File: config.mk
export PLATFORM = sky130hd
export DESIGN_NAME = msrh_snoop_unit
export DESIGN_NICKNAME = d
export VERILOG_FILES = /design/src/rtl/msrh_snoop_unit.sv
export SDC_FILE = /design/constraint.sdc
export NUM_CORES = 1
export LEC_CHECK = 0
export BUFFER_PORTS_ARGS = -buffer_cell sky130_fd_sc_hd__buf_2
export CAP_MARGIN = 20
export CELL_PAD_IN_SITES_DETAIL_PLACEMENT = 0
export CELL_PAD_IN_SITES_GLOBAL_PLACEMENT = 2
export CORE_AREA = 2 2 232 234
export DETAILED_ROUTE_END_ITERATION = 8
export DIE_AREA = 0 0 234 236
export PLACE_DENSITY_LB_ADDON = 0.1
export SYNTH_ARGS = -nofsm -noshare
export SYNTH_HDL_FRONTEND = slang
export SYNTH_SLANG_ARGS = --single-unit
File: constraint.sdc
create_clock -name i_clk -period 3.7 [get_ports i_clk]
set_input_delay 0.74 -clock i_clk [delete_from_list [all_inputs] [get_ports i_clk]]
set_output_delay 0.74 -clock i_clk [all_outputs]
set_load 0.02 [all_outputs]
File: src/rtl/msrh_snoop_unit.sv
// Snoop unit: resolves one L2 snoop into a line response by probing L1D (with
// conflict retries) and, when MSRH_SNOOP_STQ_MERGE_EN is defined, the store queue.

package msrh_conf_pkg;
    localparam int DCACHE_DATA_W = 128;
endpackage

package msrh_lsu_pkg;
    typedef enum logic [1:0] {
        STATUS_NONE         = 2'd0,
        STATUS_HIT          = 2'd1,
        STATUS_MISS         = 2'd2,
        STATUS_L1D_CONFLICT = 2'd3
    } status_t;
endpackage

module msrh_snoop_unit
    import msrh_lsu_pkg::*;
#(
    parameter int PADDR_W         = 56,
    parameter int DCACHE_DATA_W   = msrh_conf_pkg::DCACHE_DATA_W,
    parameter int DCACHE_DATA_B_W = DCACHE_DATA_W / 8,
    parameter int MAX_RETRY       = 3
) (
    input  logic                       i_clk,
    input  logic                       i_reset_n,

    input  logic                       i_snoop_req_valid,
    output logic                       o_snoop_req_ready,
    input  logic [PADDR_W-1:0]         i_snoop_req_paddr,

    output logic                       o_l1d_req_s0_valid,
    output logic [PADDR_W-1:0]         o_l1d_req_s0_paddr,
    input  logic                       i_l1d_resp_s1_valid,
    input  status_t                    i_l1d_resp_s1_status,
    input  logic [DCACHE_DATA_W-1:0]   i_l1d_resp_s1_data,

    output logic                       o_stq_req_s0_valid,
    output logic [PADDR_W-1:0]         o_stq_req_s0_paddr,
    input  logic                       i_stq_resp_s1_valid,
    input  logic [DCACHE_DATA_B_W-1:0] i_stq_resp_s1_be,
    input  logic [DCACHE_DATA_W-1:0]   i_stq_resp_s1_data,

    output logic                       o_snoop_resp_valid,
    input  logic                       i_snoop_resp_ready,
    output status_t                    o_snoop_resp_status,
    output logic [DCACHE_DATA_B_W-1:0] o_snoop_resp_be,
    output logic [DCACHE_DATA_W-1:0]   o_snoop_resp_data
);

    localparam int RTY_W = $clog2(MAX_RETRY + 1);
    localparam logic [PADDR_W-1:0] LINE_MASK = PADDR_W'(DCACHE_DATA_B_W - 1);

    typedef enum logic [1:0] {IDLE, REQ, WAIT, RESP} state_t;

    state_t                     state_q, state_d;
    logic [PADDR_W-1:0]         paddr_q, paddr_d;
    logic                       l1d_done_q, l1d_done_d;
    logic                       stq_done_q, stq_done_d;
    logic [RTY_W-1:0]           retry_q, retry_d;
    logic                       cache_hit_q, cache_hit_d;
    logic [DCACHE_DATA_W-1:0]   cache_data_q, cache_data_d;
    logic [DCACHE_DATA_B_W-1:0] stq_be_q, stq_be_d;
    logic [DCACHE_DATA_W-1:0]   stq_data_q, stq_data_d;
    status_t                    status_q, status_d;
    logic                       wait_first_q, wait_first_d;
    logic                       l1d_req_q, l1d_req_d;
    logic                       stq_req_q, stq_req_d;
    logic                       stq_cap;
    logic [DCACHE_DATA_W-1:0]   merged_data;

`ifdef MSRH_SNOOP_STQ_MERGE_EN
    localparam bit STQ_EN = 1'b1;
    // The STQ answer may land during a conflict re-issue, so REQ also captures.
    assign stq_cap = i_stq_resp_s1_valid & ~stq_done_q &
                     ((state_q == REQ) | (state_q == WAIT));
`else
    localparam bit STQ_EN = 1'b0;
    logic unused_stq;
    assign unused_stq = ^{i_stq_resp_s1_valid, i_stq_resp_s1_be, i_stq_resp_s1_data};
    assign stq_cap    = 1'b0;
`endif

    always_comb begin
        state_d      = state_q;
        paddr_d      = paddr_q;
        l1d_done_d   = l1d_done_q;
        stq_done_d   = stq_done_q;
        retry_d      = retry_q;
        cache_hit_d  = cache_hit_q;
        cache_data_d = cache_data_q;
        stq_be_d     = stq_be_q;
        stq_data_d   = stq_data_q;
        status_d     = status_q;
        wait_first_d = 1'b0;
        l1d_req_d    = 1'b0;
        stq_req_d    = 1'b0;

        if (stq_cap) begin
            stq_be_d   = i_stq_resp_s1_be;
            stq_data_d = i_stq_resp_s1_data;
            stq_done_d = 1'b1;
        end

        unique case (state_q)
            IDLE: begin
                if (i_snoop_req_valid) begin
                    paddr_d      = i_snoop_req_paddr & ~LINE_MASK;
                    l1d_done_d   = 1'b0;
                    stq_done_d   = ~STQ_EN;
                    retry_d      = '0;
                    cache_hit_d  = 1'b0;
                    cache_data_d = '0;
                    stq_be_d     = '0;
                    stq_data_d   = '0;
                    status_d     = STATUS_NONE;
                    l1d_req_d    = 1'b1;
                    stq_req_d    = STQ_EN;
                    state_d      = REQ;
                end
            end
            REQ: begin
                wait_first_d = 1'b1;
                state_d      = WAIT;
            end
            WAIT: begin
                // L1D answers exactly one cycle after s0; later pulses are strays.
                if (wait_first_q && i_l1d_resp_s1_valid) begin
                    case (i_l1d_resp_s1_status)
                        STATUS_HIT: begin
                            cache_hit_d  = 1'b1;
                            cache_data_d = i_l1d_resp_s1_data;
                            l1d_done_d   = 1'b1;
                            status_d     = STATUS_HIT;
                        end
                        STATUS_MISS: begin
                            l1d_done_d = 1'b1;
                            status_d   = STATUS_MISS;
                        end
                        STATUS_L1D_CONFLICT: begin
                            if (retry_q < RTY_W'(MAX_RETRY)) begin
                                retry_d   = retry_q + RTY_W'(1);
                                l1d_req_d = 1'b1;
                                state_d   = REQ;
                            end else begin
                                l1d_done_d = 1'b1;
                                status_d   = STATUS_L1D_CONFLICT;
                            end
                        end
                        default: ;
                    endcase
                end
                if (l1d_done_d && stq_done_d) begin
                    state_d = RESP;
                end
            end
            RESP: begin
                if (i_snoop_resp_ready) begin
                    state_d = IDLE;
                end
            end
            default: state_d = IDLE;
        endcase
    end

    always_ff @(posedge i_clk or negedge i_reset_n) begin
        if (!i_reset_n) begin
            state_q      <= IDLE;
            paddr_q      <= '0;
            l1d_done_q   <= 1'b0;
            stq_done_q   <= 1'b0;
            retry_q      <= '0;
            cache_hit_q  <= 1'b0;
            cache_data_q <= '0;
            stq_be_q     <= '0;
            stq_data_q   <= '0;
            status_q     <= STATUS_NONE;
            wait_first_q <= 1'b0;
            l1d_req_q    <= 1'b0;
            stq_req_q    <= 1'b0;
        end else begin
            state_q      <= state_d;
            paddr_q      <= paddr_d;
            l1d_done_q   <= l1d_done_d;
            stq_done_q   <= stq_done_d;
            retry_q      <= retry_d;
            cache_hit_q  <= cache_hit_d;
            cache_data_q <= cache_data_d;
            stq_be_q     <= stq_be_d;
            stq_data_q   <= stq_data_d;
            status_q     <= status_d;
            wait_first_q <= wait_first_d;
            l1d_req_q    <= l1d_req_d;
            stq_req_q    <= stq_req_d;
        end
    end

    // Store bytes win over cache bytes; uncovered bytes read as zero.
    always_comb begin
        merged_data = '0;
        for (int b = 0; b < DCACHE_DATA_B_W; b++) begin
            if (stq_be_q[b]) begin
                merged_data[b*8 +: 8] = stq_data_q[b*8 +: 8];
            end else if (cache_hit_q) begin
                merged_data[b*8 +: 8] = cache_data_q[b*8 +: 8];
            end
        end
    end

    assign o_snoop_req_ready   = (state_q == IDLE);
    assign o_l1d_req_s0_valid  = l1d_req_q;
    assign o_l1d_req_s0_paddr  = paddr_q;
    assign o_stq_req_s0_valid  = stq_req_q;
    assign o_stq_req_s0_paddr  = paddr_q;
    assign o_snoop_resp_valid  = (state_q == RESP);
    assign o_snoop_resp_status = status_q;
    assign o_snoop_resp_be     = {DCACHE_DATA_B_W{cache_hit_q}} | stq_be_q;
    assign o_snoop_resp_data   = merged_data;

endmodule

; ---- Word-level counts from Yosys, hierarchy flattened
; Cells that the tools add are included.
[op_classes]
n_bitwise = 0
n_addsub = 1
shifts = 0
magnitude_cmp = 1
reduce_logical = 11
n_mul = 0
eq_ne = 17
div_mod_pow = 0
muxes = 51
[op_table]
columns = op, n
row1 = $mux W128, 3
row2 = $pmux W128 S2, 1
row3 = $mux W8, 16
row4 = $mux W2, 12
row5 = $reduce_and A5 Y1, 3
row6 = $mux W1, 11
row7 = $ne A3 B3 Y1 const B, 3
row8 = $eq A2 B2 Y1 const B, 4
row9 = $pmux W1 S2, 4
row10 = $pmux W2 S2, 2
row11 = $pmux W2 S4, 1
row12 = $ne A2 B1 Y1 const B, 3
row13 = $ne A2 B2 Y1 const B, 3
row14 = $pmux W2 S3, 1
row15 = $eq A2 B1 Y1 const B, 2
row16 = $ne A4 B1 Y1 const B, 1
row17 = $reduce_and A2 Y1, 2
row18 = $reduce_and A4 Y1, 1
row19 = $ne A3 B2 Y1 const B, 1
row20 = $add A2 B1 Y2 const B, 1
row21 = $logic_and A1 B1 Y1, 2
row22 = $logic_not A2 Y1, 1
row23 = $lt A2 B2 Y1 const B, 1
row24 = $reduce_bool A2 Y1, 1
row25 = $reduce_or A2 Y1, 1
[totals]
rom_bits = 0
inputBits = 336
regBits = 191
out_inout_bits = 262
ramBits = 0
mem_count = 0
elab_cells = 91
latch_bits = 0

; ---- Depth between registers and ports, before layout
[logic_depth]
ltp_word = 8
depth_mapped = 8
depth_no_buf = 6

; ---- Worst setup path before layout
; No wires, ideal clock.
[synth_timing]
kind = register -> output
start = register cache_hit_q
end = output port o_snoop_resp_data[100]
path_stages_with_launch = 4
arrival_time_ns = 1.338
path_buffers = 2
path_slack_ns = 1.622
t_required_ns = 2.960
cell_sequence = dfrtp_1 -> clkbuf_1 -> clkbuf_1 -> and2_1
[synth_between]
elab_chain_cells = 1
[synth_lines]
columns = element, line
row1 = start: declaration, 61  ; logic cache_hit_q, cache_hit_d;
row2 = start signal: assignment, 187  ; cache_hit_q <= cache_hit_d;
row3 = $mux W8, 204  ; end else if (cache_hit_q) begin
row4 = end: declaration, 48  ; output logic [DCACHE_DATA_W-1:0] o_snoop_resp_data
; Every way passes these cells.

; ---- Worst setup path in the final report
[layout_timing]
start = register cache_hit_q
end = output port o_snoop_resp_data[94]
; The elaborated chain is that of the path after synthesis.

==> flow_summary.yaml <==
grt:
  overflow: 0
  use_met1: 0.176
  grt_pass1_wl_um: 51600
  grt_pass1_vias: 7520
  antenna_found_initial: 6
  grt_max_degree: 81
  grtUsageTotal: 0.130
  use_met3: 0.0701
  gr-usage-met2: 0.175
  top_usage_layer: "met1"
timing:
  finalCriticalPeriod_ns: 2.70
  setup_tns_ns: 0
  skew_ns: 0.00857
  holdWs_ns: 0.207
  fmax_mhz: 371
  fin_crit_sh: 0.728
  maxSlewHeadroom: 0.536
  hold_violations: 0
  rsz0062_at_grt: "false"
  worst_slew_pin_slew_ns: 0.695
  setup_violations: 0
  finalMaxSlewViolations: 0
die:
  core_area_um2: 53100
  num_rows: 85
  initial_core_util: 0.173
  die_w_um: 234
  io_pins: 598
  fp.dieH_um: 236
  dieArea_um2: 55200
worst_setup_path:
  critPathLaunch: "cache_hit_q"
  endpoint_kind: "output pin"
  reg2reg_from: "state_q[0]"
  worstPathCellList: "buf_12, and2_1, buf_2"
  required_ns: 2.96
  critPathMaxStageDelay_ns: 0.70
  crit_slowest_cell: "dfrtp_4"
  cp_max_fo: 76
  arrival_ns: 1.96
  critPathKind: "reg -> out"
  start_kind: "flip-flop"
synthesis:
  synth_common_cells: "260 x nand2_1, 191 x dfrtp_1, 129 x and2_1"
  ys_types: 36
  synth_compound_area_frac: 0.0831
  synth_top_family_by_area: "simple AND/OR/NAND/NOR gates"
  synth_seq_cells: 191
  ys_warn_count: 0
  synth_mux_area_frac: 0.0671
  synth_ff_type: "dfrtp_1"
  ys_seq_area_frac: 0.521
  synth_xor_area_frac: 0
  postSynthAreaPerCell_um2: 9.74
  yosysTopAreaCellShare: 0.521
  async_reset_ff_frac: 1.00
  yosys.area.top_type: "dfrtp_1"
  yosys.area_share.simple: 0.206
  yosysMostFrequentCell: "nand2_1"
  synthesis.area_um2: 9170
  synth-edff-count: 0
  synth_fa_ha_area_frac: 0.00819
  synthCells: 941
  synth_area_leaders: "dfrtp_1 52%, nand2_1 11%, and2_1 8.8%"
cts:
  cts_sinks: 191
  cts_tree: "done"
  cts_made_buffers: 17
  htree_levels: 4
  root_buffer: "clkbuf_16"
  cts_hold_buffers: 0
  worst_skew_pair.late_latency_ns: 0.49
  postCtsSetupRepairBufs: 0
  post_cts_resized: 0
  cts.clk_slew.worst_paths_ns: 0.08
  clockBufferDepth: 2
routing:
  antenna_left: 0
  drc: 0
  num_vias: 7439
  firstDrtPassIters: 4
  drt_iter0_drc: 281
  vias_per_cell: 3.73
  wl_um: 35700
  wl_per_cell_um: 17.9
cells_and_area:
  final_area_um2: 12000
  drive_above_1_share: 0.426
  fin_util: 0.226
  syn_to_final_growth_pct: 31.0
  fillers: 5958
  final_nets: 1626
hold_path:
  hp-class: "in -> async"
placement:
  gp_congestion: 0.776
  postPlaceCellArea_um2: 11500
  dpl.hpwl_um: 25700
  port_buffers: 439
run_status:
  outcome: "finished, final reports clean"
power:
  p_leak_nw: 6.07
  fin_total_pwr_mw: 7.86
  power_density_nw_per_um2: 654
  ir_worst_vdd_v: 0.000344
job:
  maxCapViolations: 0
==> through the flow <==
stage,setup WS [ns],instances
6_report,1.00,1997
4_1_cts,0.837,1993
2_1_floorplan,1.62,949
5_1_grt,0.795,1994
3_3_place_gp,1.13,1961
3_5_place_dp,1.14,1961
==> cells in the final DEF, fill, tap and decap left out, types with 3 or more instances in the layout <==
master / n
buf_2: 438
o21ai_1: 45
nand2_1: 260
nor2_1: 5
buf_4: 9
inv_1: 4
ha_1: 6
clkbuf_16: 17
mux2i_1: 3
o21ai_0: 76
dfrtp_1: 190
buf_12: 7
diode_2: 4
clkinv_2: 5
o21ai_2: 10
nand3_1: 3
mux2_2: 52
clkinvlp_4: 4
and2_1: 129
conb_1: 9
==> layout make-up <==
type / instances / area [um^2] / area share
clock inverters: 13 / 90.1 / 0.00750
inverters: 4 / 15.0 / 0.00125
repair buffers: 455 / 2410 / 0.201
diodes: 4 / 10.0 / 0.000833
well taps: 696 / 871 / 0.0725
clock buffers: 19 / 443 / 0.0369
multi-input cells: 615 / 3390 / 0.282
flip-flops and latches: 191 / 4780 / 0.398
==> registers in the layout (all words and copies together) (netlist names) <==
| name | count |
|---|---|
| cache_data_q | 128 |
| o_l1d_req_s0_paddr | 52 |
| state_q | 2 |
| retry_q | 2 |
| l1d_done_q | 1 |
| wait_first_q | 1 |
| stq_done_q | 1 |
| o_l1d_req_s0_valid | 1 |
| cache_hit_q | 1 |
| o_snoop_resp_status | 2 |
==> cells by family (layout without fill, tap and decap cells) <==
family | count (synthesis) | in the layout
compound gates | 140 | 140
fa+ha+maj | 6 | 6
buf+inv | 143 | 491
flops | 191 | 191
mux | 55 | 55
other cells | 1 | 13
simple gates | 405 | 405
==> metal layers <==
layer,vias up,wire length [um],share of wire
met5,-,62,0.0017
met4,10,456,0.013
met3,27,3980,0.11
met2,268,14100,0.40
met1,3519,17100,0.48
li1,3615,-,-
==> power breakdown <==
part           total (mW)  internal [mW]  switching (mW)
Sequential           3.13           2.64           0.490
Clock                1.80          0.876           0.924
Combinational        2.93           1.01            1.92
Total                7.86           4.52            3.33
==> path summary, 6_finish.rpt <==
path	to	slack (ns)	cells after the start
max	o_snoop_resp_data[94]	1.00	3
min	o_l1d_req_s0_paddr[46]	0.21	1
max reg2reg	cache_data_q[45]	1.59	5
min reg2reg	stq_done_q	0.47	1
max in group asynchronous	cache_data_q[4]	2.50	2
min in group i_clk	cache_data_q[121]	0.45	3
==> critical path: cells and delay by family, from the launching register on <==
family | cells | cell delay [ns]
buffers and inverters | 2 | 0.52
flip-flops | 1 | 0.70
AND/OR/NAND/NOR | 1 | 0.18
Power figures use the tool's default switching activity.
